### config.mk
export PLATFORM = sky130hd
export DESIGN_NAME = mem_data_req
export DESIGN_NICKNAME = d
export VERILOG_FILES = /design/src/rtl/mem_data_req.sv
export SDC_FILE = /design/constraint.sdc
export NUM_CORES = 1
export LEC_CHECK = 0
export CAP_MARGIN = 20
export CORE_MARGIN = 2
export CORE_UTILIZATION = 35
export CTS_BUF_LIST = sky130_fd_sc_hd__clkbuf_8
export CTS_CLUSTER_SIZE = 20
export DETAILED_ROUTE_END_ITERATION = 10
export DONT_BUFFER_PORTS = 1
export PLACE_DENSITY = 0.49
export RECOVER_POWER = 100
export SYNTH_ARGS = -nofsm -noshare
export SYNTH_HDL_FRONTEND = slang
export SYNTH_SLANG_ARGS = --single-unit
### constraint.sdc
create_clock -name clk -period 4.8 [get_ports clk]
set_input_delay 0.96 -clock clk [delete_from_list [all_inputs] [get_ports clk]]
set_output_delay 0.96 -clock clk [all_outputs]
set_load 0.03 [all_outputs]
### src/rtl/mem_data_req.sv
// MEM-stage data-memory request controller: issues execute-stage loads/stores on an
// SRAM-like address/data handshake bus, formats strobes and load data, and stalls the pipe.
module mem_data_req (
  input  logic        clk,
  input  logic        resetn,
  input  logic        exe_valid,
  input  logic [1:0]  exe_op,
  input  logic [1:0]  exe_size,
  input  logic        exe_sign,
  input  logic [31:0] exe_addr,
  input  logic [31:0] exe_wdata,
  input  logic        exe_except,
  input  logic        mem_flush,
  input  logic        mem_adv,
  output logic        mem_ade,
  output logic        mem_stall,
  output logic        load_valid,
  output logic [31:0] load_result,
  output logic        data_req,
  output logic        data_wr,
  output logic [1:0]  data_size,
  output logic [31:0] data_addr,
  output logic [3:0]  data_wstrb,
  output logic [31:0] data_wdata,
  input  logic        data_addr_ok,
  input  logic        data_data_ok,
  input  logic [31:0] data_rdata
);

  typedef enum logic [2:0] {
    S_IDLE,
    S_REQ,
    S_WAIT,
    S_DONE,
    S_DISCARD
  } state_e;

  state_e      state_q, state_d;
  logic        wr_q, wr_d;
  logic [1:0]  size_q, size_d;
  logic        sign_q, sign_d;
  logic [31:0] addr_q, addr_d;
  logic [31:0] wdata_q, wdata_d;
  logic [31:0] result_q, result_d;

  logic        op_mem;
  logic        accept;
  logic [31:0] rdata_shifted;
  logic [31:0] load_fmt;

  assign op_mem = exe_valid && (exe_op == 2'b01 || exe_op == 2'b10);

  always_comb begin
    unique case (exe_size)
      2'd0:    mem_ade = 1'b0;
      2'd1:    mem_ade = exe_addr[0];
      default: mem_ade = |exe_addr[1:0];
    endcase
    mem_ade = mem_ade && op_mem;
  end

  assign accept = op_mem && !exe_except && !mem_ade && !mem_flush &&
                  (state_q == S_IDLE || (state_q == S_DONE && mem_adv));

  // Byte lane of the addressed datum moved down to bit 0 before extension.
  assign rdata_shifted = data_rdata >> {addr_q[1:0], 3'b000};

  always_comb begin
    unique case (size_q)
      2'd0:    load_fmt = {{24{sign_q && rdata_shifted[7]}},  rdata_shifted[7:0]};
      2'd1:    load_fmt = {{16{sign_q && rdata_shifted[15]}}, rdata_shifted[15:0]};
      default: load_fmt = rdata_shifted;
    endcase
  end

  // NOTE: every always_comb output gets a default first so no path can infer a latch.
  always_comb begin
    state_d  = state_q;
    wr_d     = wr_q;
    size_d   = size_q;
    sign_d   = sign_q;
    addr_d   = addr_q;
    wdata_d  = wdata_q;
    result_d = result_q;

    unique case (state_q)
      S_IDLE: begin
        if (accept) state_d = S_REQ;
      end
      S_REQ: begin
        // A same-cycle data_ok cannot belong to this request and is ignored.
        if (mem_flush)         state_d = data_addr_ok ? S_DISCARD : S_IDLE;
        else if (data_addr_ok) state_d = S_WAIT;
      end
      S_WAIT: begin
        if (mem_flush) begin
          state_d = data_data_ok ? S_IDLE : S_DISCARD;
        end else if (data_data_ok) begin
          state_d  = S_DONE;
          result_d = load_fmt;
        end
      end
      S_DONE: begin
        if (mem_flush)    state_d = S_IDLE;
        else if (accept)  state_d = S_REQ;
        else if (mem_adv) state_d = S_IDLE;
      end
      S_DISCARD: begin
        if (data_data_ok) state_d = S_IDLE;
      end
      default: state_d = S_IDLE;
    endcase

    if (accept) begin
      wr_d    = (exe_op == 2'b10);
      size_d  = exe_size;
      sign_d  = exe_sign;
      addr_d  = exe_addr;
      wdata_d = exe_wdata;
    end
  end

  // NOTE: sequential state uses non-blocking assignments so all registers update together.
  always_ff @(posedge clk or negedge resetn) begin
    if (!resetn) begin
      state_q  <= S_IDLE;
      wr_q     <= 1'b0;
      size_q   <= 2'd0;
      sign_q   <= 1'b0;
      addr_q   <= 32'd0;
      wdata_q  <= 32'd0;
      result_q <= 32'd0;
    end else begin
      state_q  <= state_d;
      wr_q     <= wr_d;
      size_q   <= size_d;
      sign_q   <= sign_d;
      addr_q   <= addr_d;
      wdata_q  <= wdata_d;
      result_q <= result_d;
    end
  end

  assign data_req    = (state_q == S_REQ);
  assign data_wr     = wr_q;
  assign data_size   = size_q;
  assign data_addr   = addr_q;
  assign load_valid  = (state_q == S_DONE) && !wr_q;
  assign load_result = result_q;

  always_comb begin
    data_wstrb = 4'b0000;
    data_wdata = wdata_q;
    unique case (size_q)
      2'd0: begin
        data_wstrb = 4'b0001 << addr_q[1:0];
        data_wdata = {4{wdata_q[7:0]}};
      end
      2'd1: begin
        data_wstrb = addr_q[1] ? 4'b1100 : 4'b0011;
        data_wdata = {2{wdata_q[15:0]}};
      end
      default: data_wstrb = 4'b1111;
    endcase
    if (!wr_q) data_wstrb = 4'b0000;
  end

  assign mem_stall = (state_q == S_REQ) || (state_q == S_WAIT) || accept ||
                     (state_q == S_DISCARD && op_mem) ||
                     (state_q == S_DONE && !mem_adv);

endmodule

==> results <==
- In this run the horizontal extent of the chip is 125 microns.
- The die is 125 microns tall.
- The first global-routing pass estimated 19.6 mm of wire.
- Dividing the final minimum period by the clock period gives 80.9%.
- Global routing used 16.1% of the available tracks.
- The initial antenna violation count is 1.
- Summing every instance area after synthesis gives 5150 sq um.
- The clock buffer count from CTS is 9.
- The clock tree from TritonCTS is done.
- After the first detailed-routing iteration, the DRC count stood at 145.
- The register area share after synthesis is 50.1%.
- The core region area is 14500 sq um.
- The setup-violating endpoint count in the final report is 0.
- The share of layout cells above drive strength 1 is 22.7%.
- The floorplan has 44 rows.
- The total congestion overflow is 0.
- The later pin in the worst-skew pair is clocked with a latency of 0.37 ns.
- The H-tree level count is 3.
- The final weighted congestion of routability-driven global placement is 0.844.
- After routing, the total negative slack on setup checks comes to 0 ns.
- The critical path is of the reg2out type.
- The tool flagged a number of max-cap violations equal to 2.
- The final design utilization is 36.7%.
- The tightest hold path in the finished design has a slack of 0.270 ns.
- STA puts the critical path data required time at 3.84 ns.
- The endpoint type of the worst setup path is an output port.
- The filler cell count is 1462.
- The maximum number of pins on one net before global-route repair is 104.
- After detailed routing, the number of remaining DRC violations is 0.
- The number of nets at the end of the flow is 511.
- Gates resized during post-CTS repair numbered 0.
- The netlist uses 45 different library cells.
- On the final layout, the worst clock skew is 0.00945 ns.
- The starting density of the core is 35.6%.
- Yosys mapped a number of flops with a built-in enable equal to 0.
- The predominant post-synthesis flop cell is dfrtp_1.
- The worst-case headroom to the max-slew limit is -23.9%.
- The critical path starts at data_size[1].
- The total nets after synthesis is 528.
- The clock net in this run drives a total of 103 sinks.
- Dividing the detail-routed wire length by the instance count gives 21.5 microns.
- The final reports fail on capacitance limit, slew limit.
- The startpoint identified for the worst register-to-register timing path is data_size[1].
- The leakage dissipation is 0.00227 uW.
- The transition time of the tightest slew-check pin is 1.86 ns.
- The longest clock path from root to sink contains 2 buffers.
- The layout overhead on the synthesized area is 3.26%.
- The data arrival time of the worst path is 2.92 ns.
- Setup repair after global routing left no endpoint under its margin.
- The count of input and output buffers is 0.
- The flow ran to the end, but the final reports show violations.
- The element type at the critical path start is a register.
- The via count of the first global-routing pass was 3419.
- The clock slew seen by the registers of the worst setup and hold paths is 0.10 ns.
- The number of hold-repair buffers added at the cts stage is 0.
- VDD sags by at most 0.000220 V.
- During synthesis, Yosys emitted a total of 0 warnings.
- The area of the die is 15700 sq um.
- The class of the tightest hold or removal check is in2async.
- Of all nets on the critical path, the largest fanout is 33.
- The async set or reset register ratio after synthesis is 100%.
- The number of slew-limit violations in the final report is 102.
- In the routed layout, each cell is associated on average with a via count of 5.44.
- The power per cell area is 653 nW/um^2.
- Summed over all nets, the half-perimeter wirelength after detailed placement is 9.00 mm.
- The maximum clock frequency is 258 MHz.
- The number of nets with antenna violations after detailed routing is 0.
- The minimum clock period after layout is 3.88 ns.
- The number of buffers inserted by post-CTS setup repair is 0.
- The number of top-level pins is 216.
- The post-synthesis instance total is 418.
- The sum of routed wire length over all layers is 12.7 mm.
- The number of failing hold endpoints at the final stage is 0.
- Across all layers, the routed design uses 3212 vias.
- The first TritonRoute pass finished after 5 iterations.
- In this run the mean area of a mapped cell was 12.3 sq um.
- The tree is rooted in a clkbuf_8.
- In this run, synthesis produced a sequential element count of 103.
[power by group]
part	leakage [uW]	internal [uW]	switching, uW
logic	0.000880	422	645
clock network	0.0000964	212	291
registers	0.00130	1170	735
[state kept, by name (all words and copies together), names as in the netlist]
name         count
data_wr          1
data_size        2
data_addr       32
load_result     32
wdata_q         32
state_q          3
sign_q           1
[Yosys cell counts, types with 2 or more instances]
library cell	count	area, sq um
buf_2	6	30.0
buf_1	3	11.3
a21oi_1	32	160
dfrtp_1	103	2580
nand2_1	14	52.6
o21ai_0	20	100
mux2i_1	24	240
mux2_2	83	935
or2_1	2	12.5
clkbuf_1	5	18.8
nor2b_1	12	75.1
a22o_1	8	70.1
nand2b_1	5	31.3
buf_4	16	120
a31oi_4	2	42.5
o22a_1	8	70.1
a211oi_1	9	67.6
nand4b_1	2	17.5
mux2_4	9	135
nor2b_4	2	27.5
buf_6	4	45.0
nor2_1	23	86.3
inv_1	4	15.0
[critical path: stages (launching register included)]
cell and delay, ns:
dfrtp_1 0.36, clkbuf_1 1.34, o21ai_0 0.85
[cell type report]
cell class / instances / area (sq um) / share of cell area [%]
multi-input cells: 276 / 2280 / 42.9
flip-flops and latches: 103 / 2580 / 48.5
diodes: 1 / 2.50 / 0.0471
repair buffers: 7 / 38.8 / 0.730
well taps: 184 / 230 / 4.33
clock inverters: 4 / 22.5 / 0.424
clock buffers: 11 / 151 / 2.85
inverters: 4 / 15.0 / 0.282
[cell usage in the layout, fill, tap and decap left out, types with 11 or more instances in the layout]
master and n:
o21ai_0 20, mux2i_1 24, nor2b_1 13, mux2_1 24, nand2_1 14, dfrtp_1 103, clkbuf_8 11, nor2_1 23
a21oi_1 32, mux2_2 67
[per-stage QoR]
| stage | power (uW) | std cells | setup slack (ns) | cell area (sq um) |
|---|---|---|---|---|
| 6_report | 3470 | 590 | 0.918 | 5320 |
| 2_1_floorplan | 2860 | 418 | 1.40 | 5150 |
| 5_1_grt | 3680 | 590 | 0.668 | 5320 |
| 4_1_cts | 3570 | 589 | 1.32 | 5370 |
| 3_3_place_gp | 3020 | 574 | 1.71 | 5190 |
| 3_5_place_dp | 3050 | 574 | 1.66 | 5190 |
[path summary, 6_finish.rpt]
path / depth (start not counted) / to / slack (ns)
max: 2 / data_wdata[31] / 0.92
min: 0 / wdata_q[22] / 0.27
max reg2reg: 5 / load_result[31] / 1.54
min reg2reg: 1 / wdata_q[16] / 0.51
max in group asynchronous: 0 / load_result[30] / 4.39
min in group clk: 1 / wdata_q[16] / 0.51
[layer usage]
| metal | share of wire, % | global-route usage (%) | vias up | routed length, microns |
|---|---|---|---|---|
| li1 | - | - | 1450 | - |
| met1 | 42 | 20.5 | 1581 | 5380 |
| met2 | 46 | 24.3 | 155 | 5880 |
| met3 | 8.0 | 5.43 | 26 | 1020 |
| met4 | 3.3 | 8.56 | 0 | 425 |
| met5 | 0 | 0 | - | 0 |
[cell families after synthesis]
logic type	after synthesis	share of synthesized area (%)
AND/OR/NAND/NOR	72	7.46
adder cells (fa/ha/maj)	1	0.243
buffers and inverters	39	4.96
multiplexers	117	25.9
flip-flops	103	50.1
AO/OA/AOI/OAI	86	11.4
(Power assumes the default switching activity.)
